--- src/rtl/cl_stream_cfg_regs.sv ---
// Streaming control/status register block on cfg_bus: CTRL/STATUS/CYCLES/BEATS/SCRATCH plus the run FSM.
// Optional TIMEOUT register and auto-abort when CL_STREAM_TIMEOUT_EN is defined.
module cl_stream_cfg_regs #(
  parameter int          CNT_W       = 32,
  parameter logic [31:0] DEF_TIMEOUT = 32'd0
) (
  input  logic        clk,
  input  logic        sync_rst_n,
  input  logic        sh_cl_flr_assert_q,
  input  logic [31:0] cfg_addr,
  input  logic [31:0] cfg_wdata,
  input  logic        cfg_wr,
  input  logic        cfg_rd,
  output logic        cfg_ack,
  output logic [31:0] cfg_rdata,
  input  logic        stream_beat,
  input  logic        stream_done,
  output logic        stream_start,
  output logic        stream_abort,
  output logic        streaming_active
);

  typedef enum logic {
    ST_IDLE   = 1'b0,
    ST_ACTIVE = 1'b1
  } state_e;

  localparam logic [CNT_W-1:0] CNT_ONE = {{(CNT_W-1){1'b0}}, 1'b1};
  localparam logic [CNT_W-1:0] CNT_MAX = {CNT_W{1'b1}};

  state_e           state_r;
  logic [CNT_W-1:0] cycles_r;
  logic [CNT_W-1:0] beats_r;
  logic [CNT_W-1:0] cycles_nxt_s;
  logic [CNT_W-1:0] beats_nxt_s;
  logic [31:0]      cycles_ext_s;
  logic [31:0]      cycles_nxt_ext_s;
  logic [31:0]      beats_ext_s;
  logic [31:0]      scratch_r;
  logic [31:0]      rdata_s;
  logic             done_r;
  logic [5:0]       addr_idx_s;
  logic             ctrl_wr_s;
  logic             status_wr_s;
  logic             scratch_wr_s;
  logic             start_req_s;
  logic             abort_req_s;
  logic             is_active_s;
  logic             start_go_s;
  logic             leave_s;
  logic             abort_fire_s;
  logic             done_set_s;
  logic             timeout_hit_s;
  logic             tmo_fire_s;
  logic             timeout_sticky_s;
  logic             unused_s;

`ifdef CL_STREAM_TIMEOUT_EN
  logic [31:0] timeout_lim_r;
  logic        timeout_r;
  logic        tmo_wr_s;
`endif

  // Request decode, saturating counter next values and run control terms
  always_comb begin
    addr_idx_s   = cfg_addr[7:2];
    ctrl_wr_s    = cfg_wr && (addr_idx_s == 6'd0);
    status_wr_s  = cfg_wr && (addr_idx_s == 6'd1);
    scratch_wr_s = cfg_wr && (addr_idx_s == 6'd4);
    start_req_s  = ctrl_wr_s && cfg_wdata[0] && !cfg_wdata[1];
    abort_req_s  = ctrl_wr_s && cfg_wdata[1];
    is_active_s  = (state_r == ST_ACTIVE);
    start_go_s   = !is_active_s && start_req_s && !sh_cl_flr_assert_q;

    if (cycles_r == CNT_MAX) begin
      cycles_nxt_s = cycles_r;
    end else begin
      cycles_nxt_s = cycles_r + CNT_ONE;
    end
    if (stream_beat && (beats_r != CNT_MAX)) begin
      beats_nxt_s = beats_r + CNT_ONE;
    end else begin
      beats_nxt_s = beats_r;
    end

    cycles_ext_s                 = 32'd0;
    cycles_ext_s[CNT_W-1:0]      = cycles_r;
    cycles_nxt_ext_s             = 32'd0;
    cycles_nxt_ext_s[CNT_W-1:0]  = cycles_nxt_s;
    beats_ext_s                  = 32'd0;
    beats_ext_s[CNT_W-1:0]       = beats_r;

`ifdef CL_STREAM_TIMEOUT_EN
    tmo_wr_s         = cfg_wr && (addr_idx_s == 6'd5);
    timeout_hit_s    = (timeout_lim_r != 32'd0) && (cycles_nxt_ext_s == timeout_lim_r);
    timeout_sticky_s = timeout_r;
    unused_s         = ^{cfg_addr[31:8], cfg_addr[1:0]};
`else
    timeout_hit_s    = 1'b0;
    timeout_sticky_s = 1'b0;
    unused_s         = ^{cfg_addr[31:8], cfg_addr[1:0], DEF_TIMEOUT, cycles_nxt_ext_s};
`endif

    // Exit priority: FLR, then datapath done, then sw abort, then timeout
    done_set_s   = is_active_s && stream_done && !sh_cl_flr_assert_q;
    tmo_fire_s   = is_active_s && timeout_hit_s && !sh_cl_flr_assert_q && !stream_done && !abort_req_s;
    leave_s      = is_active_s && (sh_cl_flr_assert_q || stream_done || abort_req_s || timeout_hit_s);
    abort_fire_s = is_active_s && (sh_cl_flr_assert_q || (!stream_done && abort_req_s) || tmo_fire_s);
  end

  // Read data mux, sampled from register state in the request cycle
  always_comb begin
    case (addr_idx_s)
      6'd0:    rdata_s = 32'd0;
      6'd1:    rdata_s = {29'd0, timeout_sticky_s, done_r, is_active_s};
      6'd2:    rdata_s = cycles_ext_s;
      6'd3:    rdata_s = beats_ext_s;
      6'd4:    rdata_s = scratch_r;
`ifdef CL_STREAM_TIMEOUT_EN
      6'd5:    rdata_s = timeout_lim_r;
`endif
      default: rdata_s = 32'hdead_beef;
    endcase
  end

  // Run FSM with registered start/abort pulses and active level
  always_ff @(posedge clk or negedge sync_rst_n) begin
    if (!sync_rst_n) begin
      state_r          <= ST_IDLE;
      stream_start     <= 1'b0;
      stream_abort     <= 1'b0;
      streaming_active <= 1'b0;
    end else begin
      stream_start <= 1'b0;
      stream_abort <= 1'b0;
      case (state_r)
        ST_IDLE: begin
          if (start_go_s) begin
            state_r          <= ST_ACTIVE;
            stream_start     <= 1'b1;
            streaming_active <= 1'b1;
          end
        end
        ST_ACTIVE: begin
          if (leave_s) begin
            state_r          <= ST_IDLE;
            streaming_active <= 1'b0;
            stream_abort     <= abort_fire_s;
          end
        end
        default: begin
          state_r          <= ST_IDLE;
          streaming_active <= 1'b0;
        end
      endcase
    end
  end

  // Cycle and beat counters: cleared on start, advance only while ACTIVE
  always_ff @(posedge clk or negedge sync_rst_n) begin
    if (!sync_rst_n) begin
      cycles_r <= '0;
      beats_r  <= '0;
    end else if (start_go_s) begin
      cycles_r <= '0;
      beats_r  <= '0;
    end else if (is_active_s) begin
      cycles_r <= cycles_nxt_s;
      beats_r  <= beats_nxt_s;
    end
  end

  // Sticky status bits; a hardware set wins over a same-cycle W1C
  always_ff @(posedge clk or negedge sync_rst_n) begin
    if (!sync_rst_n) begin
      done_r <= 1'b0;
    end else if (start_go_s) begin
      done_r <= 1'b0;
    end else if (done_set_s) begin
      done_r <= 1'b1;
    end else if (status_wr_s && cfg_wdata[1]) begin
      done_r <= 1'b0;
    end
  end

`ifdef CL_STREAM_TIMEOUT_EN
  // Timeout sticky bit and programmable limit
  always_ff @(posedge clk or negedge sync_rst_n) begin
    if (!sync_rst_n) begin
      timeout_r     <= 1'b0;
      timeout_lim_r <= DEF_TIMEOUT;
    end else begin
      if (start_go_s) begin
        timeout_r <= 1'b0;
      end else if (tmo_fire_s) begin
        timeout_r <= 1'b1;
      end else if (status_wr_s && cfg_wdata[2]) begin
        timeout_r <= 1'b0;
      end
      if (tmo_wr_s) begin
        timeout_lim_r <= cfg_wdata;
      end
    end
  end
`endif

  // Scratch register
  always_ff @(posedge clk or negedge sync_rst_n) begin
    if (!sync_rst_n) begin
      scratch_r <= 32'd0;
    end else if (scratch_wr_s) begin
      scratch_r <= cfg_wdata;
    end
  end

  // One ack per request; rdata only reloads on a pure read
  always_ff @(posedge clk or negedge sync_rst_n) begin
    if (!sync_rst_n) begin
      cfg_ack   <= 1'b0;
      cfg_rdata <= 32'd0;
    end else begin
      cfg_ack <= cfg_wr || cfg_rd;
      if (cfg_rd && !cfg_wr) begin
        cfg_rdata <= rdata_s;
      end
    end
  end

endmodule
--- config.mk ---
export PLATFORM = sky130hd
export DESIGN_NAME = cl_stream_cfg_regs
export DESIGN_NICKNAME = d
export VERILOG_FILES = /design/src/rtl/cl_stream_cfg_regs.sv
export SDC_FILE = /design/constraint.sdc
export NUM_CORES = 1
export LEC_CHECK = 0
export BUFFER_PORTS_ARGS = -buffer_cell sky130_fd_sc_hd__buf_2
export CORE_ASPECT_RATIO = 0.75
export CORE_MARGIN = 2
export CORE_UTILIZATION = 35
export DETAILED_ROUTE_END_ITERATION = 6
export GPL_TIMING_DRIVEN = 0
export PLACE_DENSITY = 0.57
export SYNTH_ARGS = -nofsm -noshare
export SYNTH_HDL_FRONTEND = slang
export SYNTH_SLANG_ARGS = --single-unit
--- constraint.sdc ---
create_clock -name clk -period 4.2 [get_ports clk]
set_input_delay 0.42 -clock clk [delete_from_list [all_inputs] [get_ports clk]]
set_output_delay 0.42 -clock clk [all_outputs]
set_load 0.05 [all_outputs]
==> summary.txt <==
Power and ir drop
  – Max VDD drop: 0.227 mV
  – Cell Pwr Density: between 400 and 500 mW/mm^2
  – Leak: 0.00329 uW

Setup path
  – Critical path buffers and inverters: 2
  – Crit path max-delay family: simple AND/OR/NAND/NOR gates
  – Crit end category: flop
  – R2R setup slack: roughly 1500 ps
  – Worst endpoint required time: 4480 ps
  – Crit path launch type: input port
  – Crit Path Max Fanout: 10
  – Path length in cells of the critical path: 7
  – CP peak stage delay: 790 ps
  – Crit path max-delay cell type: nor4_2
  – R2R cell count: 7
  – Reg2reg start: beats_ext_s[10]
  – Crit Path Category: in2reg
  – Worst Path Arrival: just over 3000 ps
  – RR Endpoint: beats_ext_s[21]
  – Crit path cell chain: buf_2, or2_2, nor4_2, o21ai_1, clkbuf_1, a221oi_1, a21oi_1

STA
  – F_max: 353 MHz
  – Worst Tran Pin Value: between 1000 and 1500 ps
  – Hold slack: -24.6 ps
  – Clock Skew: 13.4 ps
  – Setup violators final: 0
  – Tcrit/Tclk final: 0.674
  – Minimum clock period after layout: 2830 ps
  – Slew margin rel.: 0.173
  – Setup total negative slack: 0 ps
  – Final Slew Violations: 0
  – RSZ-0062 raised after global routing: no
  – Final Hold Viols: 13

Status
  – Status: finished, violations left
  – Failing checks: hold timing

Clocking
  – TritonCTS clock tree: yes
  – CTS resizes: 0
  – # Post-CTS Setup Buffers: 0
  – CTS H-tree lvls: 4
  – Cts hold-fix bufs: 0
  – Worst-path clk slew: 60 ps
  – CTS sink count: 134
  – CTS Root Cell: clkbuf_16
  – Clock Path Buffers: 2
  – Worst skew pair latency: 430 ps
  – Total CTS buffers: 17

Synth
  – Fraction of registers with async set/reset: 1.00
  – Post-Syn Area per Cell: about 10 sq um
  – Post-synth EDFFs: 0
  – Mapped Nets: between 700 and 800
  – Top FF cell, synth: dfrtp_1
  – Seq cells post-synth: 134
  – Post-Synthesis Cell Area: 0.00653 sq mm
  – Syn Inst Count: approximately 660
  – Sequential area share after synthesis: 0.513
  – Count of different cell masters after synthesis: 52
  – Ys Warns: 0

Routing
  – WL per Instance: 20.4 microns
  – Final wirelength: 20.7 mm
  – Final ANT Viol Nets: 0
  – Vias: between 5k and 6k
  – Initial DRC Count: 788
  – DRC errors left: 0
  – Via/cell ratio: 5.81
  – DR pass1 iterations: 6

Die
  – Die Y-Extent: 122 microns
  – Initial Utilization: 0.355
  – I/O pin count: between 100 and 150
  – Core area: 0.0184 sq mm
  – Cell Rows: 43
  – Die Wd: around 160 microns
  – Total die area: a little under 0.02 sq mm

Hold path
  – Hold Path Class: in2async

Finish
  – Nets: 828
  – Most common cell after layout, fill and taps aside: dfrtp_1
  – ANT cells: 0
  – Most frequent cells in the layout: 134 x dfrtp_1, 87 x buf_2, 70 x nand2_1, 45 x a21oi_1, 45 x nor2_1
  – Layout cells sized above 1: 0.216
  – Area Growth Syn to Fin: 20.7%

Placement
  – Final HPWL DP: 15.1 mm
  – GPL Wtd Cong: 0.901
  – Port buffer count: 80

GRT
  – Grt ovf: 0
  – Initial antenna violation count: 0
  – Vias in the first global route: 5,560
  – First-pass GRT wire length: 32.2 mm
  – Largest net degree at the start of global routing: a little over 70
  – Gr usage total: 0.216

Job
  – Max cap viols: 0
[cell families after synthesis]
group           after synthesis  synth area share
buf+inv                      53            0.0379
compound gates              166             0.168
simple gates                253             0.200
flops                       134             0.513
mux                          40            0.0678
fa+ha+maj                     2           0.00383
xor+xnor                      7           0.00938
[cells in the mapped netlist, types with 10 or more instances]
master / n / area share
or4_1: 15 / 0.017
nand2_1: 70 / 0.040
nor2_1: 45 / 0.026
clkbuf_1: 27 / 0.016
nand4_1: 27 / 0.026
a221oi_1: 24 / 0.032
o31ai_1: 10 / 0.011
nand3_1: 41 / 0.031
o21ai_0: 32 / 0.025
dfrtp_1: 134 / 0.51
a21oi_1: 45 / 0.034
o211ai_1: 17 / 0.020
mux2_2: 34 / 0.059
[report_power, final]
group / switching [uW] / internal (uW)
Clock: 562 / 991
Sequential: 57.0 / 1360
Combinational: 144 / 83.4
[layer usage]
metal | part of all wire | vias up | global-route usage
li1 | - | 2676 | -
met1 | 0.50 | 2965 | 0.333
met2 | 0.42 | 225 | 0.298
met3 | 0.069 | 32 | 0.0436
met4 | 0.019 | 0 | 0.0713
met5 | 0 | - | 0
[area by class of cell]
type,count,area [sq um]
clock buffer,23,488
fill,1833,10500
tap,247,309
sequential,134,3350
inverter,8,35.0
multi-input combinational,468,2930
timing repair buffer,81,434
buffer,45,213
clock inverter,9,123
[state kept, by name, indices dropped and copies added, names as in the netlist]
| name | cells |
|---|---|
| stream_abort | 1 |
| cfg_rdata | 32 |
| streaming_active | 1 |
| done_r | 1 |
| is_active_s | 1 |
| scratch_r | 32 |
| cycles_ext_s | 32 |
| stream_start | 1 |
| cfg_ack | 1 |
| beats_ext_s | 32 |
[how the worst max path moves through the flow]
stage	from	endpoint	slack, ps
2_1_floorplan	cfg_addr[7]	cycles_ext_s[1]	1910
3_3_place_gp	sync_rst_n	cycles_ext_s[25]	830
3_5_place_dp	cfg_addr[3]	cfg_rdata[18]	1040
4_1_cts	cfg_addr[3]	cfg_rdata[18]	1480
5_1_grt	cfg_addr[3]	cfg_rdata[16]	1270
6_report	cfg_addr[3]	cfg_rdata[16]	1370
[per-stage QoR]
step                       util  setup slack [ps]  area, sq um  cells  power, uW
after floorplan               -              1910         6530    655       1560
after global placement    0.394               827         7240    982       1660
after detailed placement  0.395              1040         7280    983       1670
after CTS                 0.429              1480         7890   1015       3210
after global routing      0.429              1270         7890   1015       3300
final                     0.429              1370         7890   1015       3200
(Power assumes the default switching activity.)
